**src/rtl/seq_stream_gen.sv**
```systemverilog
// Serial frame generator: shifts PATTERN out MSB first, with optional repetition,
// zero gaps between frames, abort, and a wrapping count of completed frames.
module seq_stream_gen #(
    parameter int                 PAT_W   = 6,
    parameter logic [PAT_W-1:0]   PATTERN = 6'b101001,
    parameter int                 CNT_W   = 4
) (
    input  logic             clk,
    input  logic             rst,
    input  logic             start,
    input  logic [CNT_W-1:0] reps,
    input  logic [2:0]       gap,
    input  logic             abort,
    output logic             Stream,
    output logic             stream_valid,
    output logic             busy,
    output logic             done,
    output logic [CNT_W-1:0] Sent
);

    localparam int IDX_W = (PAT_W > 1) ? $clog2(PAT_W) : 1;
    localparam logic [IDX_W-1:0] LAST_IDX = IDX_W'(PAT_W - 1);

    typedef enum logic [1:0] {
        S_IDLE  = 2'd0,
        S_SHIFT = 2'd1,
        S_GAP   = 2'd2
    } state_t;

    state_t             state_q, state_d;
    logic [IDX_W-1:0]   bit_idx_q, bit_idx_d;
    logic [CNT_W-1:0]   frames_left_q, frames_left_d;
    logic [2:0]         gap_left_q, gap_left_d;
    logic [2:0]         gap_cfg_q, gap_cfg_d;
    logic [CNT_W-1:0]   sent_q, sent_d;
    logic               stream_q, stream_d;
    logic               stream_valid_q, stream_valid_d;
    logic               busy_q, busy_d;
    logic               done_q, done_d;

    // Next-state and next-output logic; outputs are derived from the next state
    // so the registered outputs line up with the cycle the state is entered.
    always_comb begin
        state_d       = state_q;
        bit_idx_d     = bit_idx_q;
        frames_left_d = frames_left_q;
        gap_left_d    = gap_left_q;
        gap_cfg_d     = gap_cfg_q;
        sent_d        = sent_q;
        done_d        = 1'b0;

        case (state_q)
            S_IDLE: begin
                if (start && (reps != {CNT_W{1'b0}})) begin
                    frames_left_d = reps;
                    gap_cfg_d     = gap;
                    bit_idx_d     = LAST_IDX;
                    state_d       = S_SHIFT;
                end else begin
                    state_d = S_IDLE;
                end
            end
            S_SHIFT: begin
                if (abort) begin
                    state_d = S_IDLE;
                end else if (bit_idx_q != {IDX_W{1'b0}}) begin
                    bit_idx_d = bit_idx_q - IDX_W'(1);
                end else begin
                    sent_d        = sent_q + CNT_W'(1);
                    frames_left_d = frames_left_q - CNT_W'(1);
                    if (frames_left_q == CNT_W'(1)) begin
                        state_d = S_IDLE;
                        done_d  = 1'b1;
                    end else if (gap_cfg_q == 3'd0) begin
                        bit_idx_d = LAST_IDX;
                    end else begin
                        gap_left_d = gap_cfg_q;
                        state_d    = S_GAP;
                    end
                end
            end
            S_GAP: begin
                if (abort) begin
                    state_d = S_IDLE;
                end else if (gap_left_q <= 3'd1) begin
                    gap_left_d = 3'd0;
                    bit_idx_d  = LAST_IDX;
                    state_d    = S_SHIFT;
                end else begin
                    gap_left_d = gap_left_q - 3'd1;
                end
            end
            default: begin
                state_d = S_IDLE;
            end
        endcase

        if (state_d == S_SHIFT) begin
            stream_d       = PATTERN[bit_idx_d];
            stream_valid_d = 1'b1;
        end else begin
            stream_d       = 1'b0;
            stream_valid_d = 1'b0;
        end
        busy_d = (state_d != S_IDLE);
    end

    // State, datapath and output registers.
    always_ff @(posedge clk or posedge rst) begin
        if (rst) begin
            state_q        <= S_IDLE;
            bit_idx_q      <= {IDX_W{1'b0}};
            frames_left_q  <= {CNT_W{1'b0}};
            gap_left_q     <= 3'd0;
            gap_cfg_q      <= 3'd0;
            sent_q         <= {CNT_W{1'b0}};
            stream_q       <= 1'b0;
            stream_valid_q <= 1'b0;
            busy_q         <= 1'b0;
            done_q         <= 1'b0;
        end else begin
            state_q        <= state_d;
            bit_idx_q      <= bit_idx_d;
            frames_left_q  <= frames_left_d;
            gap_left_q     <= gap_left_d;
            gap_cfg_q      <= gap_cfg_d;
            sent_q         <= sent_d;
            stream_q       <= stream_d;
            stream_valid_q <= stream_valid_d;
            busy_q         <= busy_d;
            done_q         <= done_d;
        end
    end

    assign Stream       = stream_q;
    assign stream_valid = stream_valid_q;
    assign busy         = busy_q;
    assign done         = done_q;
    assign Sent         = sent_q;

endmodule

```
**config.mk**
```make
export PLATFORM = sky130hd
export DESIGN_NAME = seq_stream_gen
export DESIGN_NICKNAME = d
export VERILOG_FILES = /design/src/rtl/seq_stream_gen.sv
export SDC_FILE = /design/constraint.sdc
export NUM_CORES = 1
export LEC_CHECK = 0
export CAP_MARGIN = 10
export CORE_MARGIN = 8
export CORE_UTILIZATION = 55
export DETAILED_ROUTE_END_ITERATION = 16
export PLACE_DENSITY = 0.87
export SLEW_MARGIN = 20
export SYNTH_ARGS = -nofsm -noshare
export SYNTH_HDL_FRONTEND = slang
export SYNTH_SLANG_ARGS = --single-unit
```
**constraint.sdc**
```tcl
create_clock -name clk -period 5.9 [get_ports clk]
set_clock_uncertainty 0.15 [all_clocks]
set_input_delay 1.18 -clock clk [delete_from_list [all_inputs] [get_ports clk]]
set_output_delay 1.18 -clock clk [all_outputs]
set_load 0.01 [all_outputs]
```
* Yosys cells after proc, flatten, opt, wreduce, memory -nomap -nowiden *
Memory sizes are Yosys's and may differ from the RTL's.
Cells that the tools add are included.

word-level totals
  register bits after elaboration = 23
  memories kept = 1
  bits of input ports = 11
  ROM bits = 8

memories
  memory            words  width  rd ports  clocked after memory_dff  write ports  RTL line  source
  (name not given)  8      1      1         0                         0            99        stream_d = PATTERN[bit_idx_d];

cells by class
  reduce and logical (&&, ||, !) cells = 12
  equality and inequality tests = 10
  $lt $le $gt $ge = 2
  add/subtract/negate cells = 4
  bitwise logic cells = 2
  muxes and demuxes = 34

operator list
  kind                                                         count
  two-way mux 3 bit                                            13
  two-way mux 2 bit                                            6
  two-way mux 4 bit                                            3
  != test 2 bit (second input constant)                        6
  one-hot mux 3 bit (3 select lines)                           1
  two-way mux 1 bit                                            8
  one-hot mux 4 bit (2 select lines)                           1
  one-hot mux 2 bit (3 select lines)                           1
  one-hot mux 3 bit (2 select lines)                           1
  AND reduction 6 bit                                          1
  nonzero test 2 bit                                           3
  subtractor 3 x 1 -> 3 bit (second input constant)            2
  adder 4 x 1 -> 4 bit (second input constant)                 1
  equality test 2 x 1 -> 1 bit (second input constant)         2
  equality test 4 x 1 -> 1 bit (second input constant)         1
  less-than comparator 3 x 4 -> 1 bit (second input constant)  1
  AND reduction 4 bit                                          1
  nonzero test 4 bit                                           1
  subtractor 4 x 1 -> 4 bit (second input constant)            1
  <= comparator 3 x 1 -> 1 bit (second input constant)         1
  zero test 3 bit                                              1
  AND reduction 3 bit                                          1
  nonzero test 3 bit                                           1
  equality test 2 bit (second input constant)                  1
  other kinds (4)                                              5

* Longest topological paths before layout *
Gate-level depths: netlist (run 1).

  word-level depth = 9
  depth in mapped cells = 6

* Least setup slack after synthesis (run 1) *
Ideal clock, no wire load.

  kind = input-to-reg
  from = input abort
  to = register sent_q[1], in the netlist Sent[1]
  stages = 5
  path buffers = 2
  setup slack = 3314 ps
  data required time = 5625 ps
  arrival time = 2312 ps
  setup time = 125 ps
  path through = buf_6 -> or3b_1 -> buf_6 -> nor2_2 -> mux2_2

between the ends
  cells in the longest elaborated chain, start to end = 2

RTL lines
  what                           RTL line  source
  start: declaration             13        input logic abort,
  inverter 1 bit (no line)       --
  AND reduction 3 bit (no line)  --
  end signal: assignment         116       sent_q <= {CNT_W{1'b0}};
  end signal: assignment         127       sent_q <= sent_d;
  end: declaration               35        logic [CNT_W-1:0] sent_q, sent_d;

No other way between the ends.
A chain may end at the register's enable or synchronous reset.

* Worst setup path after layout (run 1) *
Ends and elaborated chain as after synthesis.

==> results of run 1 <==
[state kept, by name, summed over array words and instances, names as in the netlist]
register and flops:
Sent 4, Stream 1, bit_idx_q 3, busy 1
done 1, frames_left_q 4, gap_cfg_q 3, gap_left_q 3
state_q 2, stream_valid 1
[power by group through the flow]
| stage | Sequential [uW] | Clock [uW] | Combinational, uW |
|---|---|---|---|
| 6_report | 261 | 72.4 | 250 |
| 4_1_cts | 260 | 74.9 | 249 |
| 2_1_floorplan | 254 | 0 | 179 |
| 5_1_grt | 270 | 81.0 | 280 |
| 3_5_place_dp | 263 | 0 | 249 |
| 3_3_place_gp | 258 | 0 | 235 |
[kinds of logic after synthesis]
group,Yosys count,synth area share (%)
buffers and inverters,14,5.159
adder cells (fa/ha/maj),7,6.566
multiplexers,8,6.473
AND/OR/NAND/NOR,45,19.98
AO/OA/AOI/OAI,31,16.70
flip-flops,23,43.15
XOR/XNOR,3,1.970
[path summary, 6_finish.rpt]
path / start / to / slack [ns] / cells past startpoint
worst max-delay path: abort / Sent[1] / 3.03 / 4
worst min-delay path: Sent[3] / Sent[3] / 0.33 / 1
worst max register to register: bit_idx_q[0] / gap_left_q[1] / 3.57 / 6
worst min register to register: Sent[3] / Sent[3] / 0.33 / 1
max in group asynchronous: rst / frames_left_q[0] / 3.89 / 2
min in group asynchronous: rst / bit_idx_q[2] / 1.18 / 2
[layer usage]
layer | global-route usage (%) | vias up | part of all wire [%]
met2 | 25.34 | 26 | 53
met5 | 0 | - | 0
li1 | - | 504 | -
met4 | 7.357 | 0 | 1.8
met3 | 2.721 | 6 | 4.7
met1 | 15.14 | 507 | 41
[placed cells by master (no fill, tap or decap), types with 2 or more instances in the layout]
master / count
a21oi_1: 7
clkbuf_4: 3
clkdlybuf4s50_1: 18
dfrtp_1: 23
ha_1: 7
inv_1: 10
mux2_2: 5
mux2i_1: 3
nand2_1: 3
nand2b_1: 4
nand3_1: 2
nand4_1: 2
nor2_1: 11
nor2_2: 2
nor2b_1: 5
nor3_1: 5
nor3b_1: 2
o21ai_0: 8
o22ai_2: 2
o2bb2ai_1: 2
o31ai_1: 2
or3b_2: 3
xnor2_1: 2
[worst max-delay path: stages]
cell,delay (ns)
clkdlybuf4s50_1,0.57
or3b_1,0.56
nor2_2,0.26
mux2_2,0.36
[layout make-up]
type	instances	area (um^2)	share of cell area (%)
flip-flops and latches	23	575.6	37.19
clock buffers	3	22.52	1.455
well taps	30	37.54	2.425
inverters	10	37.54	2.425
repair buffers	18	180.2	11.64
clock inverters	1	5.005	0.3234
multi-input cells	94	689.4	44.54
[through the flow]
| step | total power (uW) | setup slack, ns | util (%) | hold WS, ns |
|---|---|---|---|---|
| final | 583.7 | 3.030 | 64.83 | 0.3341 |
| after global routing | 630.3 | 2.902 | 64.83 | 0.3607 |
| after CTS | 584.0 | 3.040 | 64.83 | 0.3355 |
| after detailed placement | 512.2 | 2.706 | 63.68 | 0.3149 |
| after global placement | 493.9 | 2.760 | 63.68 | 0.3113 |
| after floorplan | 433.3 | 3.314 | - | 0.2996 |
==> metrics.cfg, run 1 <==
[yosys]
synth_top_cell_by_area = dfrtp_1
synthFlopType = dfrtp_1
synthTopCellsByArea = dfrtp_1, ha_1, mux2_2
syn_avg_cell_area_um2 = 10.18
synthesis.area_um2 = 1334
synth.top_cell.area_share_pct = 43.15
synth.yosys.seq_area_share_pct = 43.15
synthCells = 131
synth-edff-count = 0
synth_commonest_cells = dfrtp_1, nor2_1, inv_1
synth_cell_type_count = 41
synth.net_count = 149
yosys_warnings = 0
synthMostInstantiatedCell = dfrtp_1
async_flop_share_pct = 100.0
synth_seq_cells = 23

[floorplanning]
core_area_um2 = 2387
dieArea_um2 = 4257
io_pins = 19
start_util_pct = 55.87
die_w_um = 65.25
std_cell_rows = 18
die_y_um = 65.25

[layout]
stdcell_count = 179
final_cell_area_um2 = 1548
area_delta_synth_final_pct = 16.04
diodes = 0
nNetsFinal = 168
fillers = 212
drive_gt1_share_pct = 12.75

[sta]
fmax_mhz = 348.5
final-hold-violation-count = 0
worstMarginPinSlew_ns = 0.8557
max_slew_margin_pct = 42.89
rsz0062_at_grt = no
finalSetupTns_ns = 0
post-route-period-util_pct = 48.64
min_period_ns = 2.870
final-setup-viol-count = 0
drv_slew = 0

[placement]
dp.final_hpwl_um = 2193
placed_cells = 175
dpl_cell_area_um2 = 1520
place.gp.congestion = 0.8925
io_buffers = 18

[clock_tree]
cts_root_buf = clkbuf_4
cts-resized-gates = 0
h-tree-depth = 1
clk_pin_slew_ns = 0.12
clockBufferDepth = 2
numCtsBuffers = 3
cts.sinks = 23
cts_tree = done
ctsHoldBuffers = 0
post_cts_buffers = 0
clkLatencyLatePin_ns = 0.31

[pwr]
swShare_pct = 38.49
p_clk_share_pct = 12.4
p_per_area_nw_per_um2 = 377.1
p_leak_uw = 0.0006466
pwr-share-seq_pct = 44.8
vdd_drop_max_uv = 235.3
pwr-share-comb_pct = 42.8
power.switching_uw = 224.7
intPower_uw = 359.0

[setup_path]
cp-end-kind = flip-flop
criticalPathCategory = primary input to flip-flop
worstPathRequired_ns = 5.96
crit_fanout = 10
start_kind = primary input
crit_arrival_ns = 2.93

[drt]
viasPerCell = 5.827
drtPass1Iterations = 4
drc = 0
drt_iter0_drc = 32
wire_per_inst_um = 15.74
drtAntennaViolNets = 0
vias = 1043
routed_wl_um = 2817

[hold_path]
hp-class = flip-flop to flip-flop

[outcome]
status = finished clean

[global_route]
grt_pass1_wl_um = 4740
grt_use_total_pct = 14.05
grt_max_degree = 24
grt_pass1_vias = 1078
grt_overflow_total = 0
antenna_found_initial = 0

[run]
maxCapViolations = 0

Note: power is estimated with default switching activity, not from simulation.
==> inputs of run 2 (changes only) <==
--- a/config.mk
+++ b/config.mk
@@ -7,9 +7,9 @@
 export LEC_CHECK = 0
 export CAP_MARGIN = 10
 export CORE_MARGIN = 8
-export CORE_UTILIZATION = 55
+export CORE_UTILIZATION = 48
 export DETAILED_ROUTE_END_ITERATION = 16
-export PLACE_DENSITY = 0.87
+export PLACE_DENSITY = 0.81
 export SLEW_MARGIN = 20
 export SYNTH_ARGS = -nofsm -noshare
 export SYNTH_HDL_FRONTEND = slang
==> constraint.sdc (replaced) <==
create_clock -name clk -period 2.4 [get_ports clk]
set_clock_uncertainty 0.15 [all_clocks]
set_input_delay 0.48 -clock clk [delete_from_list [all_inputs] [get_ports clk]]
set_output_delay 0.48 -clock clk [all_outputs]
set_load 0.01 [all_outputs]
==> metrics.cfg, run 2 (same netlist as run 1, synthesis figures left out) <==
[outcome]
status = finished clean

[layout]
diodes = 0
area_delta_synth_final_pct = 19.98
layout_commonest_cell = dfrtp_1
mostFrequentLayoutCells = dfrtp_1, clkdlybuf4s50_1, nor2_1, inv_1, o21ai_0
drive_gt1_share_pct = 16.03
stdcell_count = 187
nNetsFinal = 175
fin_util_pct = 59.57
fillers = 234
regArea_um2 = 575.6
multi_input_area_um2 = 689.4

[hold_path]
min-delay-start = Sent[3]
hold_end = Sent[3]
hp-class = flip-flop to flip-flop
whs_path_depth = 1

[placement]
placed_cells = 183
dp.final_hpwl_um = 2180
place.gp.congestion = 0.9312
io_buffers = 18

[floorplanning]
std_cell_rows = 19
die_y_um = 68.72
start_util_pct = 49.65
die_w_um = 68.72
core_area_um2 = 2686
dieArea_um2 = 4722
io_pins = 19

[sta]
min_period_ns = 2.080
fmax_mhz = 480.8
final-setup-viol-count = 0
drv_slew = 0
rsz0062_at_grt = no
worstMarginPinSlew_ns = 0.3406
final-hold-violation-count = 0
finalSetupTns_ns = 0
post-route-period-util_pct = 86.66
max_slew_margin_pct = 76.97

[setup_path]
start_kind = flip-flop
reg2reg_depth = 6
r2r-end = gap_left_q[1]
cp-end-kind = flip-flop
max_stage_delay_ns = 0.50
crit_chain = inv_1 -> ha_1 -> or3b_2 -> a41oi_2 -> nor2_1 -> mux2_2
crit_arrival_ns = 2.14
critPathSlowestCell = or3b_2
criticalPathCategory = flip-flop to flip-flop
worstReg2RegStart = frames_left_q[1]
worstPathRequired_ns = 2.46
crit_fanout = 3
r2r_setup_slack_ns = 0.32

[clock_tree]
clockBufferDepth = 2
cts_root_buf = clkbuf_4
post_cts_buffers = 0
cts-resized-gates = 0
clk_pin_slew_ns = 0.12
clkLatencyLatePin_ns = 0.31
numCtsBuffers = 3
cts.sinks = 23
ctsHoldBuffers = 0
h-tree-depth = 1
cts_tree = done

[drt]
drc = 0
wire_per_inst_um = 14.97
vias = 1078
viasPerCell = 5.765
drtPass1Iterations = 4
drtAntennaViolNets = 0
drt_iter0_drc = 27
routed_wl_um = 2800

[global_route]
grt_max_degree = 24
grt_pass1_wl_um = 4761
grt_overflow_total = 0
grt_use_total_pct = 13.24
grt_pass1_vias = 1090
antenna_found_initial = 0

[pwr]
p_per_area_nw_per_um2 = 909.4
p_leak_uw = 0.0006789
vdd_drop_max_uv = 584.4

[run]
maxCapViolations = 0

==> run 2: changes by cell type in the layout (fill, tap and decap cells not counted), sizes merged <==
cell / previous run / this run
buf: 0 / 7
clkbuf: 3 / 4
clkinv: 1 / 0
==> run 2: report_power, final <==
group / switching, uW / total, uW / internal (uW)
registers: 125 / 644 / 519
logic: 312 / 634 / 322
clock network: 113 / 178 / 65.0
==> run 2: worst max-delay path by stage <==
stage	startpoint	to	slack, ns	cells past startpoint
2_1_floorplan	bit_idx_q[0]	gap_left_q[1]	0.45	6
3_3_place_gp	abort	Sent[1]	0.12	4
3_5_place_dp	abort	frames_left_q[2]	0.06	5
4_1_cts	frames_left_q[1]	gap_left_q[1]	0.30	6
5_1_grt	frames_left_q[1]	gap_left_q[1]	0.18	6
6_report	frames_left_q[1]	gap_left_q[1]	0.32	6
==> run 2: area by class of cell <==
class                      count  share of cell area [%]
multi-input combinational     94                   43.08
sequential                    23                   35.97
timing repair buffer          25                   14.54
tap                           31                   2.424
inverter                      10                   2.346
clock buffer                   4                   1.642
==> run 2: metrics by stage <==
step,worst slack (ns),area [um^2],hold WS [ns],power [uW]
6_report,0.3202,1600,0.3325,1455
2_1_floorplan,0.4467,1334,0.2996,1065
4_1_cts,0.2989,1600,0.3348,1466
3_5_place_dp,0.06421,1574,0.3161,1285
3_3_place_gp,0.1195,1574,0.3089,1240
5_1_grt,0.1824,1600,0.3506,1589
==> run 2: routing by layer <==
layer	vias up	GRT usage, %	part of all wire [%]
met5	-	0	0
met3	6	2.908	3.3
met4	0	7.018	1.7
met2	18	22.65	53
li1	524	-	-
met1	530	15.13	42
==> run 2: worst max-delay path: cells and delay by family (launching register included) <==
| family | cells | cell delay (ns) |
|---|---|---|
| adders and majority gates | 1 | 0.16 |
| AOI/OAI and AO/OA | 1 | 0.29 |
| DFF | 1 | 0.40 |
| and+or+nand+nor | 2 | 0.62 |
| muxes | 1 | 0.28 |
| buffers and inverters | 1 | 0.09 |
